### config.mk
export PLATFORM = sky130hd
export DESIGN_NAME = mul_div_unit
export DESIGN_NICKNAME = d
export VERILOG_FILES = /design/src/rtl/mul_div_unit.sv
export SDC_FILE = /design/constraint.sdc
export NUM_CORES = 1
export LEC_CHECK = 0
export CELL_PAD_IN_SITES_DETAIL_PLACEMENT = 0
export CELL_PAD_IN_SITES_GLOBAL_PLACEMENT = 1
export CORE_MARGIN = 4
export CORE_UTILIZATION = 44
export CTS_CLUSTER_DIAMETER = 200
export DETAILED_ROUTE_END_ITERATION = 8
export GPL_TIMING_DRIVEN = 0
export PLACE_DENSITY_LB_ADDON = 0.15
export REMOVE_ABC_BUFFERS = 1
export SYNTH_ARGS = -nofsm -noshare
export SYNTH_HDL_FRONTEND = slang
export SYNTH_SLANG_ARGS = --single-unit
### constraint.sdc
create_clock -name clk -period 9.15 [get_ports clk]
set_input_delay 1.83 -clock clk [delete_from_list [all_inputs] [get_ports clk]]
set_output_delay 1.83 -clock clk [all_outputs]
set_load 0.05 [all_outputs]
### src/rtl/mul_div_unit.sv
`default_nettype none
// ============================================================================
// Module      : mul_div_unit
// Description : Iterative multiply/divide unit with architectural HI/LO
//               registers for the MIPS EX stage. Supports signed/unsigned
//               multiply (shift-add), signed/unsigned divide (restoring
//               shift-subtract) and direct HI/LO writes (mthi/mtlo).
//               Operations take WIDTH iterations on operand magnitudes,
//               followed by one sign-fixup cycle that writes HI/LO.
// Revision    : 1.0 - initial release
// ----------------------------------------------------------------------------
// Ports:
//   clk      in   rising-edge clock
//   reset    in   asynchronous active-high reset
//   start    in   launch an operation (sampled only when idle)
//   op_div   in   0 = multiply, 1 = divide
//   op_sign  in   1 = signed operands, 0 = unsigned
//   a        in   multiplicand / dividend (rs), also the mthi/mtlo data
//   b        in   multiplier / divisor (rt)
//   mthi     in   write a into hi (idle only)
//   mtlo     in   write a into lo (idle only)
//   busy     out  operation in progress
//   done     out  one-cycle pulse when hi/lo receive a result
//   hi       out  HI register (product high half / remainder)
//   lo       out  LO register (product low half / quotient)
// ============================================================================
module mul_div_unit #(
    parameter int WIDTH = 32,
    parameter int CNT_W = 6     // 2**CNT_W must exceed WIDTH
) (
    input  logic             clk,
    input  logic             reset,
    input  logic             start,
    input  logic             op_div,
    input  logic             op_sign,
    input  logic [WIDTH-1:0] a,
    input  logic [WIDTH-1:0] b,
    input  logic             mthi,
    input  logic             mtlo,
    output logic             busy,
    output logic             done,
    output logic [WIDTH-1:0] hi,
    output logic [WIDTH-1:0] lo
);

    typedef enum logic [1:0] {
        S_IDLE = 2'd0,
        S_RUN  = 2'd1,
        S_FIX  = 2'd2
    } state_t;

    localparam logic [CNT_W-1:0] LAST_ITER = CNT_W'(WIDTH - 1);

    state_t             state_q,    state_d;
    logic [CNT_W-1:0]   cnt_q,      cnt_d;
    logic [2*WIDTH-1:0] acc_q,      acc_d;
    logic [WIDTH-1:0]   mag_b_q,    mag_b_d;
    logic [WIDTH-1:0]   a_raw_q,    a_raw_d;
    logic [WIDTH-1:0]   hi_q,       hi_d;
    logic [WIDTH-1:0]   lo_q,       lo_d;
    logic               sign_a_q,   sign_a_d;
    logic               sign_b_q,   sign_b_d;
    logic               op_div_q,   op_div_d;
    logic               op_sign_q,  op_sign_d;
    logic               div_zero_q, div_zero_d;
    logic               busy_q,     busy_d;
    logic               done_q,     done_d;

    // ------------------------------------------------------------------
    // Operand magnitudes at launch
    // ------------------------------------------------------------------
    logic [WIDTH-1:0] mag_a_in;
    logic [WIDTH-1:0] mag_b_in;

    always_comb begin
        mag_a_in = (op_sign && a[WIDTH-1]) ? -a : a;
        mag_b_in = (op_sign && b[WIDTH-1]) ? -b : b;
    end

    // ------------------------------------------------------------------
    // One multiply iteration: the accumulator holds {partial, multiplier}.
    // The LSB of the remaining multiplier decides whether |b| is added to
    // the upper half; the carry is kept by shifting the W+1 bit sum back in.
    // ------------------------------------------------------------------
    logic [WIDTH:0]     mul_sum;
    logic [2*WIDTH-1:0] mul_next;

    always_comb begin
        mul_sum  = {1'b0, acc_q[2*WIDTH-1:WIDTH]}
                 + (acc_q[0] ? {1'b0, mag_b_q} : {(WIDTH+1){1'b0}});
        mul_next = {mul_sum, acc_q[WIDTH-1:1]};
    end

    // ------------------------------------------------------------------
    // One restoring-divide iteration: the accumulator holds
    // {remainder, dividend/quotient}. The remainder is shifted left with
    // the next dividend bit; the trial value is one bit wider so the
    // compare against the divisor never loses the shifted-out MSB.
    // ------------------------------------------------------------------
    logic [WIDTH:0]     div_trial;
    logic               div_ge;
    logic [WIDTH-1:0]   div_rem;
    logic [2*WIDTH-1:0] div_next;

    always_comb begin
        div_trial = acc_q[2*WIDTH-1:WIDTH-1];
        div_ge    = (div_trial >= {1'b0, mag_b_q});
        div_rem   = div_ge ? (div_trial[WIDTH-1:0] - mag_b_q) : div_trial[WIDTH-1:0];
        div_next  = {div_rem, acc_q[WIDTH-2:0], div_ge};
    end

    // ------------------------------------------------------------------
    // Sign fixup applied in the final cycle
    // ------------------------------------------------------------------
    logic               neg_result;
    logic               neg_rem;
    logic [2*WIDTH-1:0] prod_fixed;
    logic [WIDTH-1:0]   quot_fixed;
    logic [WIDTH-1:0]   rem_fixed;

    always_comb begin
        neg_result = op_sign_q && (sign_a_q ^ sign_b_q);
        // Remainder follows the dividend's sign
        neg_rem    = op_sign_q && sign_a_q;
        prod_fixed = neg_result ? -acc_q : acc_q;
        quot_fixed = neg_result ? -acc_q[WIDTH-1:0] : acc_q[WIDTH-1:0];
        rem_fixed  = neg_rem ? -acc_q[2*WIDTH-1:WIDTH] : acc_q[2*WIDTH-1:WIDTH];
    end

    // ------------------------------------------------------------------
    // Next-state logic
    // ------------------------------------------------------------------
    always_comb begin
        state_d    = state_q;
        cnt_d      = cnt_q;
        acc_d      = acc_q;
        mag_b_d    = mag_b_q;
        a_raw_d    = a_raw_q;
        hi_d       = hi_q;
        lo_d       = lo_q;
        sign_a_d   = sign_a_q;
        sign_b_d   = sign_b_q;
        op_div_d   = op_div_q;
        op_sign_d  = op_sign_q;
        div_zero_d = div_zero_q;
        busy_d     = busy_q;
        done_d     = 1'b0;

        case (state_q)
            S_IDLE: begin
                // Direct writes land even when start launches in the same
                // cycle; the operation's result overwrites them later.
                if (mthi) begin
                    hi_d = a;
                end
                if (mtlo) begin
                    lo_d = a;
                end
                if (start) begin
                    state_d    = S_RUN;
                    cnt_d      = '0;
                    acc_d      = {{WIDTH{1'b0}}, mag_a_in};
                    mag_b_d    = mag_b_in;
                    a_raw_d    = a;
                    sign_a_d   = a[WIDTH-1];
                    sign_b_d   = b[WIDTH-1];
                    op_div_d   = op_div;
                    op_sign_d  = op_sign;
                    div_zero_d = (b == '0);
                    busy_d     = 1'b1;
                end
            end

            S_RUN: begin
                acc_d = op_div_q ? div_next : mul_next;
                cnt_d = cnt_q + 1'b1;
                if (cnt_q == LAST_ITER) begin
                    state_d = S_FIX;
                end
            end

            S_FIX: begin
                if (!op_div_q) begin
                    hi_d = prod_fixed[2*WIDTH-1:WIDTH];
                    lo_d = prod_fixed[WIDTH-1:0];
                end else if (div_zero_q) begin
                    // Divide by zero returns the raw dividend and all ones
                    hi_d = a_raw_q;
                    lo_d = {WIDTH{1'b1}};
                end else begin
                    hi_d = rem_fixed;
                    lo_d = quot_fixed;
                end
                done_d  = 1'b1;
                busy_d  = 1'b0;
                cnt_d   = '0;
                state_d = S_IDLE;
            end

            default: begin
                state_d = S_IDLE;
                busy_d  = 1'b0;
            end
        endcase
    end

    // ------------------------------------------------------------------
    // State registers
    // ------------------------------------------------------------------
    always_ff @(posedge clk or posedge reset) begin
        if (reset) begin
            state_q    <= S_IDLE;
            cnt_q      <= '0;
            acc_q      <= '0;
            mag_b_q    <= '0;
            a_raw_q    <= '0;
            hi_q       <= '0;
            lo_q       <= '0;
            sign_a_q   <= 1'b0;
            sign_b_q   <= 1'b0;
            op_div_q   <= 1'b0;
            op_sign_q  <= 1'b0;
            div_zero_q <= 1'b0;
            busy_q     <= 1'b0;
            done_q     <= 1'b0;
        end else begin
            state_q    <= state_d;
            cnt_q      <= cnt_d;
            acc_q      <= acc_d;
            mag_b_q    <= mag_b_d;
            a_raw_q    <= a_raw_d;
            hi_q       <= hi_d;
            lo_q       <= lo_d;
            sign_a_q   <= sign_a_d;
            sign_b_q   <= sign_b_d;
            op_div_q   <= op_div_d;
            op_sign_q  <= op_sign_d;
            div_zero_q <= div_zero_d;
            busy_q     <= busy_d;
            done_q     <= done_d;
        end
    end

    assign busy = busy_q;
    assign done = done_q;
    assign hi   = hi_q;
    assign lo   = lo_q;

endmodule
`default_nettype wire

# After elaboration in Yosys (flattened, before gate mapping)
# Cells that the tools add are included.
dict set report totals {
  regBits 207
  in_bits 71
  out_inout_bits 66
  wordCells 74
}
dict set report classes {
  add_sub_neg 8
  order_cmp 1
  eq_ne 7
  n_mux 26
  n_bitwise 2
  n_reduce_logical 16
}
# operator n
set op_table {}
lappend op_table {{2-to-1 mux 32 bit} 12}
lappend op_table {{2-to-1 mux 64 bit} 3}
lappend op_table {{negator 32 bit} 4}
lappend op_table {{one-hot mux 32 bit (2 select lines)} 2}
lappend op_table {{one-hot mux 64 bit (2 select lines)} 1}
lappend op_table {{negator 64 bit} 1}
lappend op_table {{adder 32 x 32 -> 33 bit} 1}
lappend op_table {{greater-or-equal comparator 33 x 32 -> 1 bit} 1}
lappend op_table {{zero test 32 bit} 1}
lappend op_table {{subtractor 32 bit} 1}
lappend op_table {{one-hot mux 6 bit (3 select lines)} 1}
lappend op_table {{AND reduction 2 bit} 7}
lappend op_table {{!= test 2 bit, second input constant} 4}
lappend op_table {{adder 6 x 1 -> 6 bit, second input constant} 1}
lappend op_table {{equality test 6 x 5 -> 1 bit, second input constant} 1}
lappend op_table {{2-to-1 mux 6 bit} 1}
lappend op_table {{logical AND 1 bit} 4}
lappend op_table {{2-to-1 mux 2 bit} 2}
lappend op_table {{one-hot mux 2 bit (2 select lines)} 1}
lappend op_table {{nonzero test 2 bit} 2}
lappend op_table {{nonzero test 3 bit} 1}
lappend op_table {{equality test 2 x 1 -> 1 bit, second input constant} 1}
lappend op_table {{equality test 2 bit, second input constant} 1}
lappend op_table {{zero test 2 bit} 1}
lappend op_table {{other kinds (4)} 5}

# Longest topological paths before layout
dict set report depth {
  word_depth 6
  mapped_depth 14
  mapped_depth_nobuf 13
}

# Worst setup path after synthesis
# OpenSTA, ideal clock, no wires.
dict set report synth_path {
  path_type {input-to-reg}
  start {input a[3]}
  end {register acc_q[29]}
  setup_ns 0.123
  arrival_ns 4.027
  required_time_ns 9.027
  path_slack_ns 5.000
  path_stages 10
  n_path_buf 1
  path_cell_list {clkbuf_1 > nor4_1 > nor4b_2 > nand3_1 > or2_2 > nor4_1 > a21oi_1 > xor2_1 > o21ai_0 > nand2_1}
}
dict set report synth_between {
  elab_chain_cells 4
}
# item line
set synth_lines {}
lappend synth_lines {{from (decl)} 36} ;# input logic [WIDTH-1:0] a,
lappend synth_lines {{negator 32 bit} 76} ;# mag_a_in = (op_sign && a[WIDTH-1]) ? -a : a;
lappend synth_lines {{2-to-1 mux 32 bit} 76}
lappend synth_lines {{2-to-1 mux 64 bit} 159} ;# if (start) begin
lappend synth_lines {{one-hot mux 64 bit (2 select lines)} 149} ;# case (state_q)
lappend synth_lines {{to (signal assigned)} 214} ;# acc_q <= '0;
lappend synth_lines {{to (signal assigned)} 229} ;# acc_q <= acc_d;
lappend synth_lines {{to (decl)} 56} ;# logic [2*WIDTH-1:0] acc_q, acc_d;
# No other way between the ends. The select of a mux whose other input is x is not followed.
# A chain may end at the register's enable or synchronous reset.

# Worst setup path in the final report
# Ends and elaborated chain as after synthesis.

==> impl_results.md <==
* H-tree depth at 1
* Placer congestion estimate at 0.9047
* Worst-path clk slew at 0.06 ns
* Total track usage at 25.19%
* Sequential cell area at 5160 um2
* Worst-skew pair later-pin latency at 0.56 ns
* FF+latch count, synth at 206
* Clk network pwr share at 13.3%
* Crit path DAT at 5.37 ns
* CTS buffer count at 26
* PwrDens at 420.0 nW/um2
* IO buf count at 136
* WP data required at 9.60 ns
* Startpoint Class: input pin
* Full die area at 40480 um2
* Syn Inst Count at 2122
* Die Y at 201.2 um
* Psw at 4008 uW
* Wire per inst at 20.03 um
* FP Rows at 70
* Layout Skew at 0.01541 ns
* RSZ-0062 raised after global routing: false
* Switching share of power at 50.30%
* WHS at 0.4749 ns
* DRT Wirelength at 52740 um
* TritonCTS clock tree: done
* # diodes at 0
* Slew margin rel. at 11.09%
* Largest net degree at the start of global routing at 122
* Crit. End Element: flip-flop
* Post-synthesis cell area at 16420 um2
* Synth Flop Type: dfrtp_1
* Fillers at 3607
* Layout area overhead at 15.54%
* Cell variety after synth at 81
* DR vias/cell at 5.845
* Ports at 137
* HPWL after DPL at 39080 um
* Commonest non-fill, non-tap cells in the layout: 359 x nand2_1, 255 x o21ai_0, 204 x dfrtp_1
* Nets at 2291
* Crit Path Class: input pin to flip-flop
* Worst-Margin Slew at 1.329 ns
* Share of layout cells above drive strength 1 at 4.111%
* Grt ovf at 0
* Vias at 15390
* Fin crit share at 53.78%
* Leak at 0.007994 uW
* HP Class: flip-flop to flip-flop
* Slew Limit Fails at 0
* Post-route ant nets at 0
* Post-synth EDFFs at 0
* Internal power at 3960 uW
* Number of global-route vias before repair at 14970
* Power share of the sequential group at 24.4%
* Initial DRT Pass Iterations at 5
* Hold Buf Count CTS at 0
* Setup violators final at 0
* Placed Area at 18090 um2
* Post-synthesis sequential area ratio at 31.39%
* Most common cell after layout, fill and taps aside: nand2_1
* Max-cap viol count at 0
* Clk buf depth at 3
* Starting DRC count in detailed routing at 810
* Final hold viol count at 0
* Multi-input logic area at 10520 um2
* Starting Density at 44.75%
* Yosys warnings at 0
* Global-route wire length before repair at 84080 um
* Avg Inst Size Synth at 7.739 um2
* Status: completed
* VDD IR max at 0.1740 mV
* Initial antenna violation count at 0
* Ys async rst share at 100.0%
* Largest fanout on the critical path at 7
* CTS resizes at 0
* Core area at 36700 um2
* Post-route cell area at 18970 um2
* R2R depth at 11
* Max Fclk at 0.2032 GHz
* Die width at 201.2 um
* Worst hold stages at 2
* CTS root buf: clkbuf_16
* Combinational power share at 62.4%
* Post-CTS setup buffer count at 0
* Crit path time final at 4.921 ns
* DR DRC count at 0
* Clock sinks at 206
-- power by group through the flow --
stage          registers, uW  logic, uW  clock network (uW)
2_1_floorplan           2210       3180                   0
3_3_place_gp            1960       4850                   0
3_5_place_dp            1950       4930                   0
4_1_cts                 1930       4950                1080
5_1_grt                 2010       5520                1120
6_report                1940       4970                1060
-- area by class of cell --
cell class / instances / area share, %
Sequential cell: 206 / 27.20
Inverter: 61 / 1.246
Timing Repair Buffer: 148 / 8.507
Clock inverter: 14 / 0.9892
Clock buffer: 30 / 3.508
Tap cell: 468 / 3.086
Multi-Input combinational cell: 1706 / 55.47
-- sequential cells by signal, summed over array words and instances, names as in the netlist, 2 cells and up --
register  flops
hi           32
a_raw_q      32
acc_q        64
state_q       2
cnt_q         6
mag_b_q      32
lo           32
-- per-layer routing --
layer  wire [um]  share of wire, %  global-route usage [%]  vias up
li1            -                 -                       -     7614
met3        2628               5.0                   3.014       76
met5           0                 0                       0        -
met1       24080                46                   34.36     7301
met2       24650                47                   42.67      399
met4        1375               2.6                   6.689        0
-- cell usage after synthesis, types with 10 or more instances --
master / count / share of area [%]
o21bai_1: 13 / 0.59
ha_1: 69 / 5.3
a31oi_1: 24 / 0.91
nor2_1: 160 / 3.7
o22ai_1: 39 / 1.5
nor2b_1: 10 / 0.38
inv_1: 61 / 1.4
a211oi_1: 16 / 0.73
nor3_1: 32 / 0.98
o31ai_1: 16 / 0.73
xnor2_1: 99 / 5.3
xor2_1: 80 / 4.3
nand3_1: 33 / 1.0
clkbuf_1: 133 / 3.0
a21oi_1: 135 / 4.1
nand2b_1: 16 / 0.61
a21o_1: 18 / 0.82
o211ai_1: 16 / 0.73
mux2i_1: 61 / 3.7
dfrtp_1: 206 / 31
o21a_1: 13 / 0.59
or3_1: 13 / 0.50
nand4_1: 13 / 0.50
o21ai_0: 255 / 7.8
nand2_1: 359 / 8.2
and3_1: 12 / 0.46
a22oi_1: 30 / 1.4
or4_1: 11 / 0.50
and2_1: 14 / 0.53
o41ai_1: 13 / 0.69
nor4_1: 20 / 0.76
-- kinds of logic after synthesis --
kind of cell               Yosys count  share of synthesized area (%)
adders and majority gates           71                          5.501
AOI/OAI and AO/OA                  660                          24.53
and+or+nand+nor                    731                          20.16
buffers and inverters              210                          4.884
DFF                                206                          31.39
muxes                               65                          3.992
xor gates and xnor gates           179                          9.547
-- metrics by stage --
stage / total power (uW) / std cells / setup WS [ns] / TNS, ns / util, %
2_1_floorplan: 5390 / 1973 / 1.696 / 0 / -
3_3_place_gp: 6810 / 2577 / -3.611 / -475.53 / 48.49
3_5_place_dp: 6874 / 2588 / 3.742 / 0 / 49.30
4_1_cts: 7963 / 2632 / 4.328 / 0 / 51.63
5_1_grt: 8651 / 2633 / 4.005 / 0 / 51.70
6_report: 7968 / 2633 / 4.229 / 0 / 51.70
-- critical path, stage by stage --
cell and delay [ns]:
clkdlybuf4s50_1 0.60, nor4_1 0.52, nor4b_2 0.58, nand3_1 0.27, or2_2 0.40, nor4_1 0.60, a21oi_1 0.17, xor2_1 0.17
o21ai_0 0.15, nand2_1 0.06
-- path summary, 6_finish.rpt --
path / slack [ns] / startpoint / to
setup / recovery: 4.23 / a[3] / acc_q[29]
hold / removal: 0.47 / mag_b_q[2] / mag_b_q[2]
setup reg to reg: 4.43 / acc_q[36] / acc_q[61]
hold reg to reg: 0.47 / mag_b_q[2] / mag_b_q[2]
max in group asynchronous: 6.23 / reset / op_div_q
min in group asynchronous: 1.78 / reset / mag_b_q[1]
Note: power is estimated with default switching activity, not from simulation.
